$ cat src/rtl/page_responder_pkg.sv
// Shared types and constants for the page-value request protocol.
// Page ids split into an owning-ant index (MSBs) and a local page index (LSBs).
package pr_pkg;
    localparam int ID_W    = 6;
    localparam int N       = 16;
    localparam int WIDTH   = 16;
    localparam int RESP_W  = WIDTH + ID_W;
    localparam int M       = 64;
    localparam int IDX_W   = $clog2(N);
    localparam int OWNER_W = ID_W - IDX_W;

    typedef logic [ID_W-1:0]    page_id_t;
    typedef logic [WIDTH-1:0]   val_t;
    typedef logic [RESP_W-1:0]  resp_t;
    typedef logic [OWNER_W-1:0] owner_t;
    typedef logic [IDX_W-1:0]   idx_t;

    typedef struct packed {
        owner_t owner;
        idx_t   idx;
    } page_loc_t;

    function automatic page_loc_t split_page_id(input page_id_t id);
        page_loc_t loc;
        loc.owner = id[ID_W-1:IDX_W];
        loc.idx   = id[IDX_W-1:0];
        return loc;
    endfunction
endpackage

$ cat src/rtl/page_responder_if.sv
// Query/response handshake bundle between the NoC and a page responder.
// The responder is the slave side; the NoC (or a bench) is the master.
interface page_responder_if;
    import pr_pkg::*;

    logic     query_valid;
    page_id_t query_id;
    logic     query_ready;
    logic     resp_valid;
    resp_t    resp_data;
    logic     resp_ready;

    modport master (
        output query_valid, query_id, resp_ready,
        input  query_ready, resp_valid, resp_data
    );

    modport slave (
        input  query_valid, query_id, resp_ready,
        output query_ready, resp_valid, resp_data
    );
endinterface

$ cat src/rtl/page_responder_sync_fifo.sv
// Single-clock FIFO with extra-MSB pointers; full blocks push with no pop bypass.
// Shared with the NoC requester buffers.
module sync_fifo #(
    parameter int WIDTH = 8,
    parameter int DEPTH = 16
) (
    input  logic             clk,
    input  logic             reset,
    input  logic             push,
    input  logic [WIDTH-1:0] wr_data,
    input  logic             pop,
    output logic [WIDTH-1:0] rd_data,
    output logic             full,
    output logic             empty
);
    localparam int AW = $clog2(DEPTH);

    logic [AW:0]      wr_ptr;
    logic [AW:0]      rd_ptr;
    logic [WIDTH-1:0] mem [DEPTH];
    logic             do_push;
    logic             do_pop;

    assign full    = (wr_ptr[AW] != rd_ptr[AW]) && (wr_ptr[AW-1:0] == rd_ptr[AW-1:0]);
    assign empty   = (wr_ptr == rd_ptr);
    assign do_push = push && !full;
    assign do_pop  = pop && !empty;
    assign rd_data = mem[rd_ptr[AW-1:0]];

    // NOTE: sequential state uses non-blocking assignments so every register
    // samples pre-edge values regardless of block ordering.
    always_ff @(posedge clk or posedge reset) begin
        if (reset) begin
            wr_ptr <= '0;
            rd_ptr <= '0;
        end else begin
            if (do_push) wr_ptr <= wr_ptr + 1'b1;
            if (do_pop)  rd_ptr <= rd_ptr + 1'b1;
        end
    end

    // NOTE: storage is deliberately not reset; the pointers alone decide which
    // entries are valid, and leaving it out keeps the array in plain RAM cells.
    always_ff @(posedge clk) begin
        if (do_push) mem[wr_ptr[AW-1:0]] <= wr_data;
    end
endmodule

$ cat src/rtl/page_responder.sv
// Serving end of the page-value protocol: queues page-id queries, looks up the
// live local value at pop time and returns {page id, value} to the NoC.
module page_responder
    import pr_pkg::*;
#(
    parameter int DEPTH = 16
) (
    input  logic                 clk,
    input  logic                 reset,
    input  owner_t               ant_id,
    input  logic [N*WIDTH-1:0]   node_vals,
    page_responder_if.slave      bus,
    output logic                 idle,
    output logic [15:0]          served_cnt,
    output logic [7:0]           misroute_cnt
);
    localparam logic [0:0] ST_EMPTY = 1'b0;
    localparam logic [0:0] ST_FULL  = 1'b1;

    logic [0:0] state;
    resp_t      resp_q;
    page_id_t   head;
    page_loc_t  head_loc;
    val_t       head_val;
    logic       fifo_full;
    logic       fifo_empty;
    logic       pop;
    logic       owned;
    logic       resp_valid;
    logic       handshake;

    sync_fifo #(
        .WIDTH (ID_W),
        .DEPTH (DEPTH)
    ) u_fifo (
        .clk     (clk),
        .reset   (reset),
        .push    (bus.query_valid),
        .wr_data (bus.query_id),
        .pop     (pop),
        .rd_data (head),
        .full    (fifo_full),
        .empty   (fifo_empty)
    );

    assign resp_valid = (state == ST_FULL);
    assign handshake  = resp_valid && bus.resp_ready;
    // The head leaves the FIFO whenever the output register is free or being drained.
    assign pop        = !fifo_empty && (!resp_valid || bus.resp_ready);
    assign head_loc   = split_page_id(head);
    assign owned      = (head_loc.owner == ant_id);
    assign head_val   = node_vals[int'(head_loc.idx)*WIDTH +: WIDTH];

    assign bus.query_ready = !fifo_full;
    assign bus.resp_valid  = resp_valid;
    assign bus.resp_data   = resp_q;
    assign idle            = fifo_empty && !resp_valid;

    always_ff @(posedge clk or posedge reset) begin
        if (reset) begin
            state        <= ST_EMPTY;
            resp_q       <= '0;
            served_cnt   <= '0;
            misroute_cnt <= '0;
        end else begin
            if (handshake) served_cnt <= served_cnt + 16'd1;

            if (pop) begin
                if (owned) begin
                    state  <= ST_FULL;
                    resp_q <= {head, head_val};
                end else begin
                    state <= ST_EMPTY;
                    if (misroute_cnt != 8'hFF) misroute_cnt <= misroute_cnt + 8'd1;
                end
            end else if (handshake) begin
                state <= ST_EMPTY;
            end
        end
    end
endmodule

$ cat src/flat_wrapper.sv
// flat-port wrapper written by rule: the top's interface ports become plain ports
module page_responder_flat import pr_pkg::*;
#(
    parameter int DEPTH = 16
)
  (clk, reset, ant_id, node_vals, idle, served_cnt, misroute_cnt, bus_query_valid, bus_query_id, bus_resp_ready, bus_query_ready, bus_resp_valid, bus_resp_data);
  page_responder_if bus_i ();
  input  logic clk;
  input  logic reset;
  input  owner_t ant_id;
  input  logic [N*WIDTH-1:0] node_vals;
  output logic idle;
  output logic [15:0] served_cnt;
  output logic [7:0] misroute_cnt;
  input wire logic [$bits(bus_i.query_valid)-1:0] bus_query_valid;
  input wire logic [$bits(bus_i.query_id)-1:0] bus_query_id;
  input wire logic [$bits(bus_i.resp_ready)-1:0] bus_resp_ready;
  output wire logic [$bits(bus_i.query_ready)-1:0] bus_query_ready;
  output wire logic [$bits(bus_i.resp_valid)-1:0] bus_resp_valid;
  output wire logic [$bits(bus_i.resp_data)-1:0] bus_resp_data;
  assign bus_i.query_valid = bus_query_valid;
  assign bus_i.query_id = bus_query_id;
  assign bus_i.resp_ready = bus_resp_ready;
  assign bus_query_ready = bus_i.query_ready;
  assign bus_resp_valid = bus_i.resp_valid;
  assign bus_resp_data = bus_i.resp_data;
  page_responder #(.DEPTH(DEPTH)) u_core (.clk(clk), .reset(reset), .ant_id(ant_id), .node_vals(node_vals), .bus(bus_i), .idle(idle), .served_cnt(served_cnt), .misroute_cnt(misroute_cnt));
endmodule
$ cat config.mk
export PLATFORM = sky130hd
export DESIGN_NAME = page_responder_flat
export DESIGN_NICKNAME = d
export VERILOG_FILES = /design/src/rtl/page_responder_pkg.sv /design/src/rtl/page_responder_if.sv /design/src/rtl/page_responder_sync_fifo.sv /design/src/rtl/page_responder.sv /design/src/flat_wrapper.sv
export SDC_FILE = /design/constraint.sdc
export NUM_CORES = 1
export LEC_CHECK = 0
export CORE_MARGIN = 5
export CORE_UTILIZATION = 35
export CTS_CLUSTER_DIAMETER = 80
export CTS_CLUSTER_SIZE = 16
export DETAILED_ROUTE_END_ITERATION = 6
export PLACE_DENSITY = 0.65
export SLEW_MARGIN = 20
export SYNTH_ARGS = -nofsm -noshare
export SYNTH_HDL_FRONTEND = slang
export SYNTH_SLANG_ARGS = --single-unit
$ cat constraint.sdc
create_clock -name clk -period 2.9 [get_ports clk]
set_input_delay 0.58 -clock clk [delete_from_list [all_inputs] [get_ports clk]]
set_output_delay 0.58 -clock clk [all_outputs]
set_load 0.005 [all_outputs]
# After elaboration in Yosys (flattened, before gate mapping)
# Memory sizes are Yosys's and may differ from the RTL's.
# Index checks and enable logic that the tools add are counted.
# Widths: inputs -> output; s select.
[classes]
n_shift = 1
n_reduce_logical = 13
n_addsub = 4
n_bitwise = 1
n_eq_ne = 5
n_mux = 5
[op_table]
columns = ["op", "count"]
rows = [
  ["$shiftx 256x9->16", 1],
  ["$add 16x1->16 const B", 1],
  ["$add 5x1->5 const B", 2],
  ["$add 8x1->8 const B", 1],
  ["$ne 8x8->1 const B", 1],
  ["$logic_and 1x1->1", 6],
  ["$eq 5x5->1", 1],
  ["$mux 1", 5],
  ["$eq 4x4->1", 1],
  ["$logic_not 1->1", 3],
  ["$reduce_and 3->1", 1],
  ["$eq 2x2->1", 1],
  ["$reduce_and 2->1", 1],
  ["$reduce_bool 2->1", 1],
  ["$logic_or 1x1->1", 1],
  ["$ne 1x1->1", 1],
  ["$not 1->1", 1],
]
[totals]
ram_bits = 96
register_bits = 57
word_cells = 36
inputBits = 268
out_inout_bits = 49
n_memories = 1
[mem_list]
columns = ["name", "words", "word_bits", "read_ports", "rd_clocked_by_memory_dff", "write_ports", "line", "text"]
rows = [
  ["u_core.u_fifo.mem", 16, 6, 1, 0, 1, "page_responder_sync_fifo.sv:20", "logic [WIDTH-1:0] mem [DEPTH];"],
]

# Longest topological paths before layout
# Gate-level depths: netlist of the first run.
[depth]
depth_word = 6
depth_mapped = 14

# Hierarchy
# A second synthesis of the first run with hierarchy kept.
[unflattened]
hier_cells = 528
hier_area_um2 = 8419.3
[by_module_without_submodules]
columns = ["mod", "cells_per_inst", "area_per_inst_um2", "n_inst"]
rows = [
  ["sync_fifo", 230, 4419.2, 1],
  ["page_responder", 298, 4000.1, 1],
]

# Worst setup path after synthesis of the first run
# OpenSTA, ideal clock, no wires.
[synth_timing]
path_type = "register -> register"
from = "register u_core.u_fifo.rd_ptr[0]"
to = "register u_core.resp_q[1] (netlist: u_core.bus.resp_data[1])"
setup_ns = 0.131
n_path_buf = 5
period_less_slack_ns = 2.667
setup_slack_ns = 0.233
stages_incl_launch_ff = 12
t_arrival_ns = 2.536
cell_sequence = "dfrtp_1 buf_6 buf_12 buf_12 mux4_2 a22o_1 or2_1 buf_6 buf_2 mux4_2 a21oi_1 a31oi_1"
[synth_via]
elab_chain_len = 4
elab_cells_between_ends = 7
classes_between = "2 x eq/ne; 1 x shift; 3 x reduce/logical; 1 x memory"
[synth_lines]
columns = ["element", "line", "text"]
rows = [
  ["start: declaration", "page_responder_sync_fifo.sv:19", "logic [AW:0] rd_ptr;"],
  ["start signal: assignment", "page_responder_sync_fifo.sv:38", "if (do_pop) rd_ptr <= rd_ptr + 1'b1;"],
  ["parallel branches: the longest is 4 deep, another holds $mem_v2 16x6", "-", ""],
  ["end signal: assignment", "page_responder.sv:71", "resp_q <= {head, head_val};"],
  ["end: declaration", "page_responder.sv:21", "resp_t resp_q;"],
]
# Parallel ways; which one is timed is not known.
# A chain may end at the register's enable or synchronous reset.

# Worst setup path after layout of the first run
[layout_timing]
from = "register u_core.u_fifo.rd_ptr[1]"
to = "register u_core.resp_q[2] (netlist: u_core.bus.resp_data[2])"
# The elaborated chain is that of the path after synthesis.

==> impl_results.md, run 1 <==
* Status: completed
* Clk_skew at 0.0186 ns
* Clk buf depth at 2
* Comb power frac at approximately 63%
* Int Power at around 8.4 mW
* Final count of hold timing violations at 0
* Max FO, Critical Path at 19
* Core ar. at between 0.02 and 0.025 mm2
* Initial DRC Count at 550
* Max-Cap Viols at 0
* Synth cell types at 55
* Tcrit/Tclk final at 97.4%
* Clock share of power at 15.0%
* Vias in the first global route at slightly above 7000
* Leak at 4.86 nW
* Top delay family on crit path: multiplexers
* Worst hold slack at about 0.47 ns
* Port buffer count at ~320
* CP startpoint kind: register
* Die Y-Extent at between 150 and 200 um
* RSZ-0062 raised after global routing: no
* Iteration count of the initial detailed-routing pass at 6
* Async SR Flop Fraction at 37.3%
* Layout cells sized above 1 at between 10% and 20%
* CP Data Arrival Time at between 3 and 4 ns
* R2R Path Start: u_core.u_fifo.rd_ptr[1]
* Crit-path max cell delay at roughly 0.45 ns
* Util after Layout at a little over half
* Largest net degree at the start of global routing at approximately 40
* Register area share after synthesis at between 50% and 60%
* Mapped Avg Cell Area at 13.0 um2
* Vias at 7073
* Clk Latency, worst-skew pair at ~0.43 ns
* YS warnings at 0
* Post-DRT Antenna Nets at 0
* Vias/cell at 5.25
* Seq cells post-synth at 153
* Placed wire-length estimate at 26800 um
* Clock sink count at approximately 150
* Num CTS Buffers at 17
* Final worst setup slack at around 0.075 ns
* Fmax at 354 MHz
* # rows at 57
* Peak supply drop at around 1.1 mV
* Final Max Tran Viols at 0
* P&R area growth vs syn at 50.7%
* HP Class: reg2reg
* Sw power at 5.92 mW
* Commonest cells after routing, fill and taps aside: clkdlybuf4s50_1, edfxtp_1, mux2i_1, dfrtp_1, mux4_2
* Critical Path Sink Type: register
* Tot GR Track Use at between 20% and 30%
* Crit path from: u_core.u_fifo.rd_ptr[1]
* # setup viols final at 0
* Die area at approximately 0.028 mm2
* Post-CTS setup buffer count at 0
* Critical Path RT at approximately 3.2 ns
* Setup TNS at 0 ns
* Fill cells at around 2100
* Initial Util at 35.5%
* I/O pin cnt at 317
* Routed WL at about 33000 um
* Syn nets at roughly 940
* Syn Inst Count at approximately 660
* Die width at 167 um
* EDFF count, synth at 96
* CP bufs+invs at 2
* Sw Ratio at roughly two fifths
* Nets at 1282
* Critical path cell sequence: clkinv_1 > mux2i_4 > mux2i_4 > buf_4 > mux2i_1 > nor3_1 > nor3_1 > a31oi_1
* DRC at 0
* Post-DR wirelength/cell at between 20 and 25 um
* Seq pwr share at between 20% and 30%
* Dpl ws at -0.0463 ns
* CTS tree: built
* GR Overflow Total at 0
* Commonest non-fill, non-tap cell in the layout: clkdlybuf4s50_1
* Total Power at between 10 and 15 mW
* Netlist Area Pre-Place at around 0.0086 mm2
* H-tree Lvls at 4
* Tightest Pin Transition at between 0.6 and 0.7 ns
* Slowest-stage cell, CP: dfrtp_1
* Pwr dens at 1110 mW/mm2
* Crit Path Class: reg2reg
* Root buf cell: clkbuf_16
* Most used DFF post-synth: edfxtp_1
* Final Critical Period at 2.82 ns
* Worst slew margin at ~58%
* Hold Startpoint: u_core.served_cnt[15]
* Initial antenna violation count at 1
* First-pass GRT wire length at 48900 um
* CTS clock-pin slew for the worst setup and hold paths at about 0.06 ns
* Gpl congestion at just over 0.9
-- synth_stat cells (all sizes together), types with 2 or more instances --
master,number,area [um2]
a221oi,4,35.0
inv,7,26.3
mux2,5,56.3
xor2,13,114
o21ai,10,53.8
o21a,2,15.0
a311oi,4,35.0
nand2,39,146
and2,3,18.8
mux2i,76,793
buf,33,292
nor2,41,154
nand4,7,43.8
xnor2,25,219
clkbuf,11,41.3
mux4,51,1150
a21oi,17,85.1
or3,2,12.5
dfrtp,57,1430
ha,7,87.6
edfxtp,96,2880
nand2b,21,131
nor2b,3,18.8
and3,3,18.8
o22ai,20,125
nand3,21,105
a31oi,15,93.8
o22a,2,17.5
nor3,53,288
-- path summary, 6_finish.rpt --
kind	to	slack, ns	cells past startpoint
worst max-delay path	u_core.bus.resp_data[2]	0.08	8
worst min-delay path	u_core.served_cnt[15]	0.47	1
worst max register to register	u_core.bus.resp_data[2]	0.08	8
worst min register to register	u_core.served_cnt[15]	0.47	1
max in group asynchronous	u_core.u_fifo.rd_ptr[3]	1.82	3
min in group asynchronous	u_core.bus.resp_data[13]	0.48	2
-- per-layer routing --
layer / wire length (um) / global-route usage, % / vias up
li1: - / - / 3241
met1: 13900 / 30.5 / 3554
met2: 17100 / 40.3 / 263
met3: 1880 / 5.40 / 15
met4: 201 / 3.56 / 0
met5: 0 / 0 / -
-- kinds of logic (layout without fill, tap and decap cells) --
group,after synthesis,in the layout,synth area share (%)
other,0,2,0
DFF,153,153,50.0
muxes,132,132,23.2
xor gates and xnor gates,38,38,3.86
and+or+nand+nor,196,196,11.3
buffers and inverters,52,410,4.21
AOI/OAI and AO/OA,84,84,6.39
adders and majority gates,7,7,1.02
-- what timing repair did --
item | CTS | global route
resized for setup | 4 | 7
pin swaps | 1 | 1
setup endpoints to repair | 3 | 17
hold buffers | 0 | 0
-- flip-flops by register name (all words and copies together) (netlist names) --
signal                 count
u_core.misroute_cnt        8
u_core.u_fifo.wr_ptr       5
u_core.bus.resp_data      22
u_core.u_fifo.mem         96
u_core.u_fifo.rd_ptr       5
u_core.served_cnt         16
u_core.bus.resp_valid      1
-- area by class of cell --
| cell class | count | area (um2) | area share (%) |
|---|---|---|---|
| Multi-Input combinational cell | 457 | 3970 | 30.5 |
| Clock inverter | 10 | 77.6 | 0.597 |
| Antenna cell | 2 | 5.00 | 0.0385 |
| Tap cell | 324 | 405 | 3.12 |
| Sequential cell | 153 | 4310 | 33.2 |
| Inverter | 8 | 30.0 | 0.231 |
| Clock buffer | 22 | 507 | 3.90 |
| Timing Repair Buffer | 370 | 3680 | 28.4 |
-- worst reg2reg max path, stage by stage, from the launching register on --
cell and delay (ns):
dfrtp_1 0.45, clkinv_1 0.34, mux2i_4 0.33, mux2i_4 0.32, buf_4 0.39, mux2i_1 0.25
nor3_1 0.06, nor3_1 0.42, a31oi_1 0.13
-- stage by stage --
step | std cells | instance area (um2)
final | 1346 | 13000
after global routing | 1345 | 13000
after CTS | 1344 | 12900
after detailed placement | 1312 | 12400
after global placement | 1312 | 12400
after floorplan | 662 | 8610
-- power groups by stage --
stage / combinational [mW] / clock [mW] / sequential (mW)
after floorplan: 6.10 / 0 / 3.09
after global routing: 9.70 / 2.28 / 3.25
final: 9.00 / 2.16 / 3.20
after CTS: 9.01 / 2.19 / 3.20
after global placement: 8.92 / 0 / 3.22
after detailed placement: 8.96 / 0 / 3.24
Power figures use the tool's default switching activity.
==> run 2, diff against run 1 <==
- RECOVER_POWER: unset -> 50
==> run 2 against run 1 <==
Against the previous run:
- critical path depth is the same
- largest cell class unchanged
- critical path type unchanged
- clock-buffer cell count is the same
- sequential cell count is the same
==> impl_results.md, run 2 (synthesis gave the netlist of run 1 again) <==
* Core ar. at 0.0242 mm2 (unchanged)
* R2R Path Start: u_core.u_fifo.rd_ptr[1] (unchanged)
* Sw power at 5.91 mW (was 5.92 mW)
* Vias in the first global route at 7149 (unchanged)
* Initial Util at 35.5% (unchanged)
* Critical Path Stages at 8 (unchanged)
* GR Overflow Total at 0 (unchanged)
* R2R Setup Slk at 0.07 ns (was 0.08 ns)
* Peak supply drop at 1.11 mV (was 1.10 mV)
* Fmax at 354 MHz (about the same)
* Critical Path Sink Type: register (unchanged)
* CTS tree: built (unchanged)
* Final Critical Period at 2.83 ns (was 2.82 ns)
* Post-DRT Antenna Nets at 0 (unchanged)
* # rows at 57 (unchanged)
* Clk_skew at 0.0186 ns (about the same)
* Dpl ws at -0.0463 ns (unchanged)
* Final count of hold timing violations at 0 (unchanged)
* Clock sink count at 153 (unchanged)
* Largest net degree at the start of global routing at 41 (unchanged)
* Max FO, Critical Path at 19 (unchanged)
* Crit path to: u_core.bus.resp_data[2] (unchanged)
* Crit-path max cell delay at 0.44 ns (was 0.45 ns)
* Total Power at 14.3 mW (was 14.4 mW)
* Initial antenna violation count at 1 (unchanged)
* Num CTS Buffers at 17 (unchanged)
* CTS clock-pin slew for the worst setup and hold paths at 0.06 ns (about the same)
* Final non-filler cell total at 1345 (was 1346)
* Critical Path RT at 3.18 ns (about the same)
* CP startpoint kind: register (unchanged)
* Leak at 4.86 nW (about the same)
* Iteration count of the initial detailed-routing pass at 7 (was 6)
* Tightest Pin Transition at 1.24 ns (was 0.625 ns)
* CP bufs+invs at 2 (unchanged)
* Worst slew margin at 17.3% (was 58.2%)
* Die width at 167 um (unchanged)
* Vias/cell at 5.29 (was 5.25)
* Initial DRC Count at 554 (was 550)
* # setup viols final at 0 (unchanged)
* Max-Cap Viols at 0 (unchanged)
* Crit path from: u_core.u_fifo.rd_ptr[1] (unchanged)
* Slowest-stage cell, CP: dfrtp_1 (unchanged)
* Seq pwr share at 22.3% (about the same)
* Top delay family on crit path: multiplexers (unchanged)
* Clk Latency, worst-skew pair at 0.43 ns (about the same)
* Commonest cells after routing, fill and taps aside: clkdlybuf4s50_1, edfxtp_1, mux2i_1, dfrtp_1, mux4_2 (unchanged)
* Util after Layout at 53.5% (about the same)
* Comb power frac at 62.6% (was 62.7%)
* Root buf cell: clkbuf_16 (unchanged)
* Die Y-Extent at 167 um (unchanged)
* RSZ-0062 raised after global routing: no (unchanged)
* H-tree Lvls at 4 (unchanged)
* Routed WL at 33100 um (about the same)
* Post-DR wirelength/cell at 24.6 um (about the same)
* Port buffer count at 316 (unchanged)
* R2R Path End: u_core.bus.resp_data[2] (unchanged)
* Critical path cell sequence: clkinv_1 > mux2i_4 > mux2i_4 > buf_4 > mux2i_1 > nor3_1 > nor3_1 > a31oi_1 (unchanged)
* Pwr dens at 1100 mW/mm2 (was 1110 mW/mm2)
* First-pass GRT wire length at 48900 um (unchanged)
* Int Power at 8.42 mW (was 8.44 mW)
* Tot GR Track Use at 23.3% (unchanged)
* Commonest non-fill, non-tap cell in the layout: clkdlybuf4s50_1 (unchanged)
* Tcrit/Tclk final at 97.4% (about the same)
* Final worst setup slack at 0.0749 ns (was 0.0750 ns)
* Status: completed (unchanged)
* DRC at 0 (unchanged)
* Sw Ratio at 41.3% (was 41.2%)
* Max FFs per register at 96 (unchanged)
* P&R area growth vs syn at 50.6% (was 50.7%)
* CP Data Arrival Time at 3.10 ns (about the same)
* Clock share of power at 15.0% (about the same)
* I/O pin cnt at 317 (unchanged)
* Cts hold-fix bufs at 0 (unchanged)
* Nets at 1282 (unchanged)
* Die area at 0.0279 mm2 (unchanged)
* Post-Place Cells at 1312 (unchanged)
* Worst hold slack at 0.470 ns (about the same)
* Final Max Tran Viols at 0 (unchanged)
* Placed wire-length estimate at 26800 um (unchanged)
* Layout cells sized above 1 at 15.1% (was 15.4%)
* HP Class: reg2reg (unchanged)
* Vias at 7110 (was 7073)
* Crit Path Class: reg2reg (unchanged)
* Reg2Reg Depth at 8 (unchanged)
* Clk buf depth at 2 (unchanged)
* Post-CTS setup buffer count at 0 (unchanged)
* Gpl congestion at 0.909 (unchanged)
run 2: worst min path at each step:
stage / from / end / slack (ns) / cells past startpoint
2_1_floorplan: u_core.u_fifo.wr_ptr[4] / u_core.u_fifo.wr_ptr[4] / 0.46 / 1
3_3_place_gp: u_core.served_cnt[15] / u_core.served_cnt[15] / 0.46 / 1
3_5_place_dp: u_core.bus.resp_data[21] / u_core.bus.resp_data[21] / 0.47 / 2
4_1_cts: reset / u_core.bus.resp_data[13] / 0.48 / 2
5_1_grt: u_core.served_cnt[15] / u_core.served_cnt[15] / 0.50 / 1
6_report: u_core.served_cnt[15] / u_core.served_cnt[15] / 0.47 / 1
run 2: stage by stage:
step / area, um2 / setup TNS [ns]
global placement: 12400 / -0.0249
floorplan: 8610 / 0
CTS: 12900 / 0
finish: 13000 / 0
global route: 13000 / 0
detailed placement: 12400 / -0.0463
run 2: power by group through the flow:
stage	Clock [mW]	Sequential (mW)	Combinational, mW
6_report	2.15	3.20	8.98
4_1_cts	2.19	3.20	9.01
3_3_place_gp	0	3.22	8.92
3_5_place_dp	0	3.24	8.96
5_1_grt	2.28	3.25	9.68
2_1_floorplan	0	3.09	6.10
run 2: timing repair:
action / CTS / global route
setup endpoints to repair: 3 / 17
gates resized for setup: 4 / 7
pin swaps: 1 / 1
run 2: final cells by class:
type	instances	area, um2
Clock inverter	10	77.6
Fill cell	2050	11300
Antenna cell	1	2.50
Multi-Input combinational cell	457	3970
Sequential cell	153	4310
Clock buffer	22	507
Inverter	8	30.0
Tap cell	324	405
Timing Repair Buffer	370	3670
run 2: layer usage:
layer	GRT usage, %	vias up	wire, um
met5	0	-	0
met4	3.56	0	187
met3	5.40	11	1970
met2	40.3	272	17100
met1	30.5	3591	13800
li1	-	3236	-
==> run 3, diff against run 2 <==
- GPL_ROUTABILITY_DRIVEN: unset -> 0
==> run 3 against run 2 <==
Against the previous run:
- sequential power is essentially flat
- maximum frequency rose by 1.8%
- die area unchanged
- wire length down 2.0%
- cell count is 0.37% higher
- sequential share of layout area decreased by 0.19 points
- global-route usage fell by 0.67 points
- via count fell by 1.9%
- setup slack improved by 0.050 ns
- critical path depth is 2 lower
==> impl_results.md, run 3 (synthesis gave the netlist of run 1 again) <==
* H-tree Lvls at 4 (unchanged)
* Clk buf depth at 2 (unchanged)
* Commonest cells after routing, fill and taps aside: clkdlybuf4s50_1, edfxtp_1, mux2i_1, dfrtp_1 (was clkdlybuf4s50_1, edfxtp_1, mux2i_1, dfrtp_1, mux4_2)
* Status: completed (unchanged)
* Vias/cell at 5.16 (was 5.29)
* Tcrit/Tclk final at 95.7% (was 97.4%)
* Critical Path RT at 2.32 ns (was 3.18 ns)
* Reg2Reg Depth at 10 (was 8)
* # rows at 57 (unchanged)
* Die Y-Extent at 167 um (unchanged)
* Initial DRC Count at 529 (was 554)
* Crit Path Class: reg2out (was reg2reg)
* Fill cells at 2065 (was 2050)
* Hold Path Stages at 2 (was 1)
* Total Power at 14.5 mW (was 14.3 mW)
* Commonest non-fill, non-tap cell in the layout: clkdlybuf4s50_1 (unchanged)
* DRC at 0 (unchanged)
* Port buffer count at 316 (unchanged)
* Tot GR Track Use at 22.6% (was 23.3%)
* Setup TNS at 0 ns (unchanged)
* Iteration count of the initial detailed-routing pass at 5 (was 7)
* Final Critical Period at 2.77 ns (was 2.83 ns)
* P&R area growth vs syn at 51.4% (was 50.6%)
* Vias at 6972 (was 7110)
* Post-DRT Antenna Nets at 0 (unchanged)
* Worst slew margin at 38.6% (was 17.3%)
* Peak supply drop at 1.09 mV (was 1.11 mV)
* Area used by multi-input combinational logic at 0.00398 mm2 (was 0.00397 mm2)
* Placed wire-length estimate at 26100 um (was 26800 um)
* CTS clock-pin slew for the worst setup and hold paths at 0.06 ns (about the same)
* Clk_skew at 0.00829 ns (was 0.0186 ns)
* Core ar. at 0.0242 mm2 (unchanged)
* CTS tree: built (unchanged)
* Pwr dens at 1110 mW/mm2 (was 1100 mW/mm2)
* HP Class: reg2reg (unchanged)
* RSZ-0062 raised after global routing: no (unchanged)
* Num CTS Buffers at 17 (unchanged)
* Vias in the first global route at 7067 (was 7149)
* Max FFs per register at 96 (unchanged)
* Layout cells sized above 1 at 15.9% (was 15.1%)
* Tightest Pin Transition at 0.920 ns (was 1.24 ns)
* Max-Cap Viols at 0 (unchanged)
* Clk Latency, worst-skew pair at 0.42 ns (was 0.43 ns)
* # setup viols final at 0 (unchanged)
* Sequential cell area at 0.00431 mm2 (unchanged)
* Cts hold-fix bufs at 0 (unchanged)
* Root buf cell: clkbuf_16 (unchanged)
* First-pass GRT wire length at 47300 um (was 48900 um)
* I/O pin cnt at 317 (unchanged)
* Leak at 4.90 nW (was 4.86 nW)
* GR Overflow Total at 0 (unchanged)
* Post-DR wirelength/cell at 24.0 um (was 24.6 um)
* Initial Util at 35.5% (unchanged)
* Initial antenna violation count at 3 (was 1)
* CP Data Arrival Time at 2.19 ns (was 3.10 ns)
* Max FO, Critical Path at 15 (was 19)
* Die width at 167 um (unchanged)
* Final Max Tran Viols at 0 (unchanged)
* CP startpoint kind: register (unchanged)
* Clock sink count at 153 (unchanged)
* Nets at 1287 (was 1282)
* Fmax at 360 MHz (was 354 MHz)
* Final count of hold timing violations at 0 (unchanged)
* Largest net degree at the start of global routing at 43 (was 41)
* Die area at 0.0279 mm2 (unchanged)
* R2R Setup Slk at 0.14 ns (was 0.07 ns)
* Critical Path Sink Type: output port (was register)
* Routed WL at 32500 um (was 33100 um)
[run 3: final timing paths]
path                                             to                startpoint
setup / recovery                    bus_query_ready   u_core.u_fifo.rd_ptr[0]
hold / removal             u_core.bus.resp_data[21]  u_core.bus.resp_data[21]
setup reg to reg           u_core.bus.resp_data[14]   u_core.u_fifo.rd_ptr[0]
hold reg to reg            u_core.bus.resp_data[21]  u_core.bus.resp_data[21]
max in group asynchronous   u_core.bus.resp_data[7]                     reset
min in group asynchronous     u_core.served_cnt[14]                     reset
[run 3: report_power, final]
| group | internal [mW] | leakage, nW | total (mW) | switching (mW) |
|---|---|---|---|---|
| clock network | 1.36 | 0.308 | 2.26 | 0.900 |
| registers | 2.81 | 1.55 | 3.17 | 0.353 |
| logic | 4.44 | 3.04 | 9.08 | 4.64 |
| total | 8.62 | 4.90 | 14.5 | 5.90 |
[run 3: repair_timing]
| item | CTS | global route |
|---|---|---|
| resized for setup | 2 | 8 |
| setup buffers | 1 | 0 |
| setup endpoints to repair | 1 | 17 |
[run 3: critical path, cell delays in order (launching register included)]
cell and delay [ns]:
dfrtp_2 0.44, buf_12 0.17, xor2_1 0.16, nor4_1 0.30, buf_4 0.18, nand2b_1 0.07, clkdlybuf4s50_1 0.45
[run 3: final cells by class]
class	instances	share of cell area (%)
Multi-Input combinational cell	457	30.5
Clock buffer	22	3.96
Inverter	8	0.230
Timing Repair Buffer	375	28.4
Sequential cell	153	33.1
Antenna cell	1	0.0192
Clock inverter	10	0.787
Tap cell	324	3.11
[run 3: stage by stage]
| step | hold WS, ns | area, um2 | util [%] | std cells | worst slack (ns) |
|---|---|---|---|---|---|
| after global placement | 0.459 | 12400 | 51.1 | 1316 | 0.0380 |
| final | 0.478 | 13000 | 53.8 | 1350 | 0.125 |
| after detailed placement | 0.474 | 12400 | 51.1 | 1316 | 0.0260 |
| after floorplan | 0.462 | 8610 | - | 662 | 0.233 |
| after CTS | 0.487 | 13000 | 53.7 | 1349 | 0.0155 |
| after global routing | 0.521 | 13000 | 53.8 | 1350 | 0.00161 |
[run 3: metal layers]
metal / share of wire [%] / global-route usage [%] / up-vias / wire length, um
li1: - / - / 3256 / -
met1: 42 / 29.6 / 3435 / 13700
met2: 50 / 38.4 / 244 / 16300
met3: 6.0 / 5.21 / 33 / 1930
met4: 1.5 / 5.30 / 4 / 484
met5: 0.083 / 0 / - / 27
